`config.mk`:
```
export PLATFORM = sky130hd
export DESIGN_NAME = ram_burst_ctrl
export DESIGN_NICKNAME = d
export VERILOG_FILES = /design/src/rtl/ram_burst_ctrl.sv
export SDC_FILE = /design/constraint.sdc
export NUM_CORES = 1
export LEC_CHECK = 0
export ABC_AREA = 1
export BUFFER_PORTS_ARGS = -buffer_cell sky130_fd_sc_hd__buf_2
export CAP_MARGIN = 20
export CORE_UTILIZATION = 40
export DETAILED_ROUTE_END_ITERATION = 7
export GPL_TIMING_DRIVEN = 1
export PLACE_DENSITY = 0.67
export SYNTH_ARGS = -nofsm -noshare
export SYNTH_HDL_FRONTEND = slang
export SYNTH_SLANG_ARGS = --single-unit
export TNS_END_PERCENT = 30
```
`constraint.sdc`:
```
create_clock -name clk -period 2.7 [get_ports clk]
set_input_delay 0.405 -clock clk [delete_from_list [all_inputs] [get_ports clk]]
set_output_delay 0.405 -clock clk [all_outputs]
set_load 0.005 [all_outputs]
```
`src/rtl/ram_burst_ctrl.sv`:
```
// Burst controller between a command/stream interface and a single-port RAM
// with registered read data; reads are prefetched into a 2-entry FIFO.
module ram_burst_ctrl #(
  parameter int DATA_WIDTH = 8,
  parameter int ADDR_WIDTH = 32,
  parameter int LEN_WIDTH  = 4
) (
  input  logic                  clk,
  input  logic                  reset,
  input  logic                  cmd_valid,
  output logic                  cmd_ready,
  input  logic                  cmd_write,
  input  logic [ADDR_WIDTH-1:0] cmd_addr,
  input  logic [LEN_WIDTH-1:0]  cmd_len,
  input  logic                  wr_valid,
  output logic                  wr_ready,
  input  logic [DATA_WIDTH-1:0] wr_data,
  output logic                  rd_valid,
  input  logic                  rd_ready,
  output logic [DATA_WIDTH-1:0] rd_data,
  output logic                  rd_last,
  output logic                  busy,
  output logic [ADDR_WIDTH-1:0] mem_addr,
  output logic [DATA_WIDTH-1:0] mem_dataIn,
  output logic                  mem_writeEnable,
  input  logic [DATA_WIDTH-1:0] mem_dataOut
);

  typedef enum logic [1:0] {IDLE, WRITE, READ, DRAIN} state_t;

  state_t                state_q, state_d;
  logic [ADDR_WIDTH-1:0] cur_addr_q, cur_addr_d;
  logic [LEN_WIDTH-1:0]  remaining_q, remaining_d;
  logic                  inflight_q, inflight_d;
  logic                  inflight_last_q, inflight_last_d;

  logic [DATA_WIDTH-1:0] fifo_data_q [2];
  logic [1:0]            fifo_last_q;
  logic                  wr_ptr_q, rd_ptr_q;
  logic [1:0]            count_q, count_d;

  logic pop, push, issue;

  // Occupancy accounting: a read is only issued when its beat is guaranteed a FIFO slot.
  always_comb begin
    pop     = (count_q != 2'd0) && rd_ready;
    push    = inflight_q;
    count_d = count_q + {1'b0, push} - {1'b0, pop};
    issue   = (state_q == READ) &&
              (({1'b0, count_q} + {2'b00, inflight_q}) < (3'd2 + {2'b00, pop}));
  end

  always_comb begin
    state_d         = state_q;
    cur_addr_d      = cur_addr_q;
    remaining_d     = remaining_q;
    inflight_d      = 1'b0;
    inflight_last_d = 1'b0;
    cmd_ready       = 1'b0;
    wr_ready        = 1'b0;
    mem_writeEnable = 1'b0;
    mem_dataIn      = '0;
    case (state_q)
      IDLE: begin
        cmd_ready = 1'b1;
        if (cmd_valid) begin
          cur_addr_d  = cmd_addr;
          remaining_d = cmd_len;
          state_d     = cmd_write ? WRITE : READ;
        end
      end
      WRITE: begin
        wr_ready        = !reset;
        mem_writeEnable = wr_valid && !reset;
        mem_dataIn      = wr_data;
        if (wr_valid) begin
          cur_addr_d = cur_addr_q + ADDR_WIDTH'(1);
          if (remaining_q == '0) state_d = IDLE;
          else remaining_d = remaining_q - LEN_WIDTH'(1);
        end
      end
      READ: begin
        if (issue) begin
          cur_addr_d      = cur_addr_q + ADDR_WIDTH'(1);
          inflight_d      = 1'b1;
          inflight_last_d = (remaining_q == '0);
          if (remaining_q == '0) state_d = DRAIN;
          else remaining_d = remaining_q - LEN_WIDTH'(1);
        end
      end
      DRAIN: begin
        if (!inflight_q && count_d == 2'd0) state_d = IDLE;
      end
      default: state_d = IDLE;
    endcase
  end

  always_ff @(posedge clk) begin
    if (reset) begin
      state_q         <= IDLE;
      cur_addr_q      <= '0;
      remaining_q     <= '0;
      inflight_q      <= 1'b0;
      inflight_last_q <= 1'b0;
      wr_ptr_q        <= 1'b0;
      rd_ptr_q        <= 1'b0;
      count_q         <= 2'd0;
      fifo_last_q     <= 2'b00;
      for (int i = 0; i < 2; i++) fifo_data_q[i] <= '0;
    end else begin
      state_q         <= state_d;
      cur_addr_q      <= cur_addr_d;
      remaining_q     <= remaining_d;
      inflight_q      <= inflight_d;
      inflight_last_q <= inflight_last_d;
      count_q         <= count_d;
      // RAM data for last cycle's issue is valid now; it always has a free slot.
      if (push) begin
        fifo_data_q[wr_ptr_q] <= mem_dataOut;
        fifo_last_q[wr_ptr_q] <= inflight_last_q;
        wr_ptr_q              <= ~wr_ptr_q;
      end
      if (pop) rd_ptr_q <= ~rd_ptr_q;
    end
  end

  assign busy     = (state_q != IDLE);
  assign mem_addr = cur_addr_q;
  assign rd_valid = (count_q != 2'd0);
  assign rd_data  = fifo_data_q[rd_ptr_q];
  assign rd_last  = rd_valid && fifo_last_q[rd_ptr_q];

endmodule

```
==> metrics, run 1 <==
nets=804; met2 usage=38.7%; most common cell after layout, fill and taps aside=nand2_1; die width=102 um; status=complete, no violations; WL per Instance=12.6 um; Port Buffers=111; global placer's final weighted congestion=0.855; Synth Warn #=0; Core Util, Final=50.5%; sequential cell area=1420 um^2; dpl ws=0.633 ns; Clk Latency, worst-skew pair=0.35 ns; CP max FO=22; Yosys reg bits=63; Fin Setup TNS=0 ns; io pins=112; GR Util met1=26.9%; clk root buf=clkbuf_8; Worst setup EP type=flip-flop; combinational share of power=51.0%; fill cell count=1012; CTS tree=done; number of global-route vias before repair=3956; Yosys top cell by area=dfxtp_1; RSZ-0062 raised after global routing=no; first-pass GRT wire length=17900 um; most frequent cells in the layout=nand2_1 (204), nor2_1 (116), buf_2 (111), inv_1 (51), dfxtp_1 (47); Reg power frac=30.1%; Post CTS Setup Buffer Count=0; Reg2Reg Depth=9; register area share after synthesis=35.3%; Yosys top cell area share=23.4%; top cells by area, synth=dfxtp_1 (23%), nand2_1 (19%), edfxtp_1 (12%); Final Max Slew Viols=0; Hold Path Class=in2reg; fmax=0.472 GHz; Max-Cap Viols=0; dpl hpwl=8320 um; Finished Cell Area=4940 um^2; routed via count=4243; DRC=0; DRT iter0 DRCs=176; Unique masters post-synth=31; largest net degree at the start of global routing=41; Hold Vio Cnt, Final=0; Reg clk slew, reported paths=0.08 ns; Post-Synthesis Cells=627; Lkg Pwr=2.34 nW; peak supply drop=0.000460 V; worst r2r src=state_q[0]; mapped cell area=4020 um^2; die area=10500 um^2; global-route usage over all layers=21.9%; Core ar.=9770 um^2; post-route setup slack=0.581 ns; max_slew headroom=70.6%; Avg Cell Area, Syn=6.42 um^2; M3 GR Usage=4.31%; final cycle utilization of the critical path=78.5%; worst slew pin tran=0.441 ns; drt pass-1 iters=4; Req. time, crit path=2.99 ns; startpoint types=flip-flop; Rows=36; RR Endpoint=mem_addr[11]; diode count=0; Hold Crit Start=mem_dataOut[7]; min Tclk post-route=2.12 ns; Area Growth Syn to Fin=22.8%; most crowded layer after global routing=met2; Arr. time, crit path=2.41 ns; Psw=2.47 mW; final clock skew=0.0136 ns; fraction of layout cells with a size suffix above 1=23.0%; critical path type=reg2reg; part of the power in the clock network=18.9%; endpoints failing setup=0; Sw Ratio=45.8%; vias per inst=4.86; worst hold margin=0.364 ns; P per Cell Area=1090 nW/um^2; Die Span Y=102 um; detailed-route wire length=11000 um; total gr overflow=0; flop-to-flop setup slack=0.58 ns; placed cell area=4690 um^2; initial core utilization=41.2%; post-CTS resize count=0; CTS Sinks=63; Final ANT Viol Nets=0; CTS Hold Bufs=0; Power Internal=2.92 mW; multi-input logic area=2280 um^2; CTS Buf Count=9; initial antenna violation count=0; syn nets=696; WHS Path Cells=3; Max clock buf depth=2; hold path endpoint=fifo_data_q[1][7]; Max H-tree Level=3
[flip-flops by register name, indices dropped and copies added (netlist names), named ones only]
| name | count |
|---|---|
| fifo_data_q | 16 |
| state_q | 2 |
| rd_ptr_q | 1 |
| inflight_q | 1 |
| mem_addr | 32 |
| fifo_last_q | 2 |
| wr_ptr_q | 1 |
| remaining_q | 4 |
| count_q | 2 |
| inflight_last_q | 1 |
[cell families (layout without fill, tap and decap cells)]
group | Yosys count | count (layout) | synth area share, %
compound gates | 75 | 75 | 9.64
xor+xnor | 3 | 3 | 0.653
fa+ha+maj | 11 | 11 | 3.42
buf+inv | 80 | 193 | 7.99
flops | 63 | 63 | 35.3
mux | 8 | 8 | 2.24
simple gates | 387 | 387 | 40.7
[synthesized netlist by cell type]
| cell | count |
|---|---|
| ha_1 | 11 |
| nand3_4 | 1 |
| nor4_1 | 2 |
| clkbuf_1 | 11 |
| o21ai_0 | 24 |
| dfxtp_1 | 47 |
| inv_1 | 51 |
| o211ai_1 | 1 |
| mux2_2 | 8 |
| nor2_2 | 7 |
| xor2_1 | 3 |
| buf_2 | 5 |
| nor3_1 | 2 |
| a21oi_1 | 32 |
| nand3_1 | 27 |
| nand3_2 | 1 |
| nand3b_1 | 12 |
| or2_2 | 2 |
| nand2_2 | 6 |
| or2_1 | 1 |
| o21bai_1 | 3 |
| o22ai_1 | 2 |
| nor2_4 | 5 |
| o21ai_1 | 13 |
| buf_4 | 4 |
| nand2_1 | 204 |
| nand4_1 | 1 |
| clkinv_1 | 2 |
| nor2_1 | 116 |
| inv_2 | 7 |
| edfxtp_1 | 16 |
[worst max-delay path: stages (launching register included)]
cell and delay (ns):
dfxtp_1 0.41, inv_1 0.10, ha_1 0.25, inv_1 0.14
o22ai_1 0.10, inv_1 0.13, nand3_4 0.25, inv_2 0.41
o21ai_0 0.17, nor2_1 0.11
[power groups by stage]
stage	Clock (mW)	Combinational (mW)	Sequential [mW]
5_1_grt	1.08	3.17	1.67
3_5_place_dp	0	2.75	1.64
3_3_place_gp	0	2.68	1.63
2_1_floorplan	0	2.02	1.55
4_1_cts	1.04	2.77	1.62
6_report	1.02	2.75	1.62
[worst max path at each step]
stage | startpoint | endpoint | slack [ns]
finish | state_q[0] | mem_addr[11] | 0.58
detailed placement | state_q[0] | mem_addr[3] | 0.63
global placement | rd_ready | state_q[0] | 0.72
CTS | state_q[0] | mem_addr[11] | 0.59
global route | state_q[0] | mem_addr[11] | 0.39
floorplan | count_q[1] | state_q[0] | 0.95
[through the flow]
step	total power, mW	instances
finish	5.39	873
global route	5.93	873
CTS	5.43	873
detailed placement	4.39	857
global placement	4.31	857
floorplan	3.57	627
[per-layer routing]
metal | vias up | wire length [um]
li1 | 2198 | -
met3 | 18 | 667
met4 | 0 | 169
met1 | 1905 | 4950
met5 | - | 0
met2 | 122 | 5200
[final cells by class]
type / count / area share (%)
Clock inverter: 7 / 2.46
Tap cell: 133 / 3.37
Multi-Input combinational cell: 484 / 46.2
Timing Repair Buffer: 117 / 12.2
Clock buffer: 9 / 2.51
Inverter: 60 / 4.56
Sequential cell: 63 / 28.8
Note: power is estimated with default switching activity, not from simulation.
==> run 2, diff against run 1 <==
Clock period 2.7 ns to 2.18 ns, I/O delays scaled along.
==> metrics, run 2 (same netlist as run 1, synthesis figures left out) <==
Psw=3.03 mW; Worst setup EP type=flip-flop; DRT iter0 DRCs=174; Max-Cap Viols=0; initial core utilization=41.2%; CTS Sinks=63; dpl hpwl=8340 um; WHS Path Cells=3; post-CTS resize count=0; Core ar.=9770 um^2; vias per inst=4.86; Area Growth Syn to Fin=22.7%; Port Buffers=111; Finished Cell Area=4940 um^2; number of flip-flops in the largest register=32; worst hold margin=0.306 ns; most frequent cells in the layout=nand2_1 (204), nor2_1 (116), buf_2 (111), inv_1 (51), dfxtp_1 (47); P per Cell Area=1330 nW/um^2; total gr overflow=0; flop-to-flop setup slack=0.25 ns; RR Endpoint=state_q[0]; fmax=0.517 GHz; Hold Crit Start=mem_dataOut[0]; die area=10500 um^2; max_slew headroom=72.1%; worst r2r src=count_q[1]; CTS Buf Count=9; fraction of layout cells with a size suffix above 1=23.1%; Max H-tree Level=3; initial antenna violation count=0; placed cell area=4720 um^2; Reg power frac=30.7%; endpoints failing setup=0; io pins=112; Reg2Reg Depth=15; startpoint types=flip-flop; Final ANT Viol Nets=0; final clock skew=0.0125 ns; diode count=0; critical path type=reg2reg; drt pass-1 iters=5; first-pass GRT wire length=17800 um; Fin Setup TNS=0 ns; global placer's final weighted congestion=0.881; CTS Hold Bufs=0; Clk Latency, worst-skew pair=0.34 ns; clk root buf=clkbuf_8; status=complete, no violations; die width=102 um; Arr. time, crit path=2.16 ns; number of global-route vias before repair=3896; WL per Instance=12.6 um; routed via count=4260; Lkg Pwr=2.34 nW; fill cell count=1026; DRC=0; Hold Path Class=in2reg; Post CTS Setup Buffer Count=0; detailed-route wire length=11000 um; most crowded layer after global routing=met2; largest net degree at the start of global routing=38; Rows=36; Hold Vio Cnt, Final=0; Reg clk slew, reported paths=0.07 ns; part of the power in the clock network=17.2%; hold path endpoint=fifo_data_q[1][0]; Die Span Y=102 um; Final Max Slew Viols=0; Sw Ratio=46.1%; met2 usage=37.7%; Max clock buf depth=2; min Tclk post-route=1.93 ns; RSZ-0062 raised after global routing=no; Power Internal=3.54 mW; global-route usage over all layers=21.8%; combinational share of power=52.2%; peak supply drop=0.000587 V; final cycle utilization of the critical path=88.6%; M3 GR Usage=3.69%; GR Util met1=27.2%; Req. time, crit path=2.41 ns; worst slew pin tran=0.418 ns; nets=808; CP max FO=4; CTS tree=done; most common cell after layout, fill and taps aside=nand2_1
==> run 2: cell types whose count changed in the layout (fill, tap and decap cells not counted) <==
cell,change
clkinv_2,-1
clkinv_1,+1
clkinv_4,-3
clkinvlp_4,+3
clkbuf_1,+1
bufinv_16,-1
buf_4,+4
==> run 2: how the worst max path moves through the flow <==
stage                      end  slack, ns       start
detailed placement  state_q[0]       0.26  count_q[1]
floorplan           state_q[0]       0.43  count_q[1]
global route        state_q[1]       0.05  count_q[1]
finish              state_q[0]       0.25  count_q[1]
CTS                 state_q[0]       0.23  count_q[1]
global placement    state_q[0]       0.35    rd_ready
==> run 2: worst max-delay path: stages (launching register included) <==
cell     delay (ns)
dfxtp_1        0.34
inv_2          0.07
nand2_2        0.06
nand2_1        0.06
inv_1          0.06
ha_1           0.28
inv_1          0.04
ha_1           0.28
nor2_1         0.09
nand3_1        0.09
nand2_1        0.06
nand2_1        0.06
nor2_1         0.16
nand2_1        0.08
nand2_1        0.07
nor2_1         0.04
==> run 2: final cells by class <==
cell class | instances | area [um^2] | share of cell area, %
multi-input cells | 484 | 2280 | 46.2
flip-flops and latches | 63 | 1420 | 28.8
repair buffers | 121 | 631 | 12.8
inverters | 60 | 225 | 4.56
well taps | 133 | 166 | 3.37
clock buffers | 10 | 128 | 2.58
clock inverters | 6 | 86.3 | 1.75
==> run 2: power by group through the flow <==
stage          Combinational [mW]  Sequential (mW)  Clock (mW)
3_3_place_gp                 3.36             2.01           0
4_1_cts                      3.45             2.01        1.16
3_5_place_dp                 3.44             2.04           0
2_1_floorplan                2.50             1.92           0
6_report                     3.43             2.02        1.13
5_1_grt                      3.94             2.08        1.20
==> run 2: metal layers <==
layer / wire [um] / share of wire, %
met4: 131 / 1.2
met3: 588 / 5.3
met5: 0 / 0
met1: 5010 / 45
met2: 5300 / 48
==> run 2: stage by stage <==
stage,setup WS (ns),instances,util (%),total power [mW]
2_1_floorplan,0.427,627,-,4.43
3_3_place_gp,0.348,861,48.3,5.37
3_5_place_dp,0.257,861,48.3,5.47
4_1_cts,0.235,877,50.5,6.62
5_1_grt,0.0506,877,50.5,7.22
6_report,0.247,877,50.5,6.58
==> run 3, diff against run 2 <==
Settings changed: ABC_AREA 1 to default, CTS_BUF_LIST from default to sky130_fd_sc_hd__clkbuf_4, MAX_ROUTING_LAYER from default to met4, PLACE_DENSITY 0.67 to 0.68.
==> metrics, run 3 <==
status=finished with violations; failing checks=setup timing; Lkg Pwr=2.15 nW; Yosys reg bits=63; Core ar.=8890 um^2; critical path type=reg2reg; Reg power frac=29.7%; Port Buffers=111; CTS Hold Bufs=0; Post-Synthesis Cells=440; placed cell area=4710 um^2; fmax=0.448 GHz; global placer's final weighted congestion=0.900; Non-Filler Instances=697; endpoints failing setup=2; Reg clk slew, reported paths=0.12 ns; Unique masters post-synth=66; Crit path largest cell delay=0.35 ns; CTS Sinks=63; diode count=0; asr flop ratio synth=0%; detailed-route wire length=11100 um; dominant cell by count in the synthesized netlist=dfxtp_1; io pins=112; first-pass GRT wire length=17800 um; die width=98.9 um; routed via count=3972; min Tclk post-route=2.23 ns; P per Cell Area=1320 nW/um^2; WL per Instance=15.9 um; vias per inst=5.70; Yosys top cell area share=25.0%; Req. time, crit path=2.50 ns; nets=653; Met3 Routed Length=698 um; Total Power=6.50 mW; top cells by area, synth=dfxtp_1 (25%), edfxtp_1 (13%), and2_1 (4.8%); Hold Path Class=in2reg; clk root buf=clkbuf_4; die area=9780 um^2; Post-synth EDFFs=16; Die Span Y=98.9 um; number of flip-flops in the largest register=32; most frequent cells in the layout=buf_2 (111), buf_4 (47), dfxtp_1 (44), nor2_1 (33); DRT met1 WL=4710 um; worst slew pin tran=0.425 ns; dpl hpwl=8040 um; slowest stage cell, crit path=dfxtp_2; Synth Warn #=0; startpoint types=flip-flop; DRC=0; DR top layer=met4; register area share after synthesis=37.8%; Post-synth top cells=dfxtp_1 (47), nor2_1 (34), a21oi_1 (30), nand2_1 (30), and2_1 (29); total gr overflow=0; placed insts=676; Area Growth Syn to Fin=30.9%; number of global-route vias before repair=3746; post-route setup slack=-0.0526 ns; Max clock buf depth=2; initial antenna violation count=0; RSZ-0062 raised after global routing=yes; Worst setup EP type=flip-flop; Sw Ratio=43.2%; fraction of layout cells with a size suffix above 1=34.5%; global-route usage over all layers=23.6%; CTS tree=done; Final ANT Viol Nets=0; Avg Cell Area, Syn=8.54 um^2; peak supply drop=0.000681 V; initial core utilization=42.2%; most common cell after layout, fill and taps aside=buf_2; Cell Chain, Critical Path=o21ai_4 -> inv_1 -> ha_1 -> inv_1 -> ha_1 -> xor3_1 -> o31a_1 -> nor4b_4 -> nor2_1 -> a211oi_1; Yosys top cell by area=dfxtp_1; DRT iter0 DRCs=167; CTS Buf Count=9; Fin Setup TNS=-0.0860 ns; Max-Cap Viols=0; Arr. time, crit path=2.55 ns; Final Max Slew Viols=0; largest net degree at the start of global routing=39; syn nets=509; drt pass-1 iters=5; Finished Cell Area=4920 um^2; final clock skew=0.0158 ns; Max H-tree Level=3; part of the power in the clock network=12.4%; mapped cell area=3760 um^2; met2 WL=5540 um; commonest register cell after synthesis=dfxtp_1; Hold Vio Cnt, Final=0; max_slew headroom=71.5%; CP max FO=3; Clk Latency, worst-skew pair=0.42 ns; Psw=2.81 mW; Rows=34; combinational share of power=58.0%; Power Internal=3.69 mW; final cycle utilization of the critical path=102%; worst hold margin=0.187 ns
run 3: cell types whose count changed after synthesis, moves of 11 or more:
| cell | delta |
|---|---|
| inv_1 | -32 |
| nand2_1 | -174 |
| nand4_1 | +13 |
| nand3_1 | -11 |
| nand3b_1 | -11 |
| nor2_1 | -82 |
| and2_1 | +29 |
| o21ai_1 | -12 |
run 3: worst paths after layout:
path | from | slack (ns) | cells past startpoint | end
setup / recovery | count_q[1] | -0.05 | 10 | state_q[0]
hold / removal | cmd_addr[4] | 0.19 | 3 | mem_addr[4]
setup reg to reg | count_q[1] | -0.05 | 10 | state_q[0]
hold reg to reg | inflight_last_q | 0.47 | 2 | fifo_last_q[0]
run 3: routing by layer:
metal | vias to the layer above | track usage [%]
met4 | 0 | 7.69
met5 | - | -
met1 | 1869 | 27.4
met3 | 20 | 4.89
li1 | 1929 | -
met2 | 154 | 40.5
run 3: metrics by stage:
step / setup slack [ns] / utilization (%)
after floorplan: -0.0670 / -
after global placement: -0.0835 / 52.9
after detailed placement: -0.127 / 52.9
after CTS: -0.0611 / 54.6
after global routing: -0.199 / 55.3
final: -0.0526 / 55.3
run 3: power by group through the flow:
stage	clock network [mW]	logic (mW)	registers, mW
after global routing	0.871	4.18	1.98
after global placement	0	3.46	1.92
final	0.805	3.77	1.93
after detailed placement	0	3.55	1.94
after CTS	0.830	3.59	1.92
after floorplan	0	2.21	1.93
run 3: final cells by class:
cell class                      instances  area (um^2)
Inverter                               19         71.3
Clock inverter                          5         50.0
Fill cell                             845         3980
Multi-Input combinational cell        331         2200
Tap cell                              108          135
Timing Repair Buffer                  160          953
Sequential cell                        63         1430
Clock buffer                           11         82.6
run 3: critical path, delay by kind of cell, from the launching register on:
family	cells	cell delay (ns)
AO/OA/AOI/OAI	3	0.63
XOR/XNOR	1	0.23
adder cells (fa/ha/maj)	2	0.40
buffers and inverters	2	0.10
flip-flops	1	0.35
AND/OR/NAND/NOR	2	0.42
run 3: kinds of logic after synthesis:
group / after synthesis / share of synthesized area [%]
muxes: 18 / 5.10
DFF: 63 / 37.8
buffers and inverters: 46 / 4.73
xor gates and xnor gates: 3 / 1.10
AOI/OAI and AO/OA: 119 / 21.2
adders and majority gates: 11 / 3.66
and+or+nand+nor: 180 / 26.3
run 3: what timing repair did:
| item | 4_1_cts | 5_1_grt |
|---|---|---|
| pin swaps | 4 | 2 |
| resized for setup | 3 | 5 |
| setup buffers | 1 | 3 |
| setup endpoints to repair | 7 | 11 |
| gates cloned | 0 | 1 |
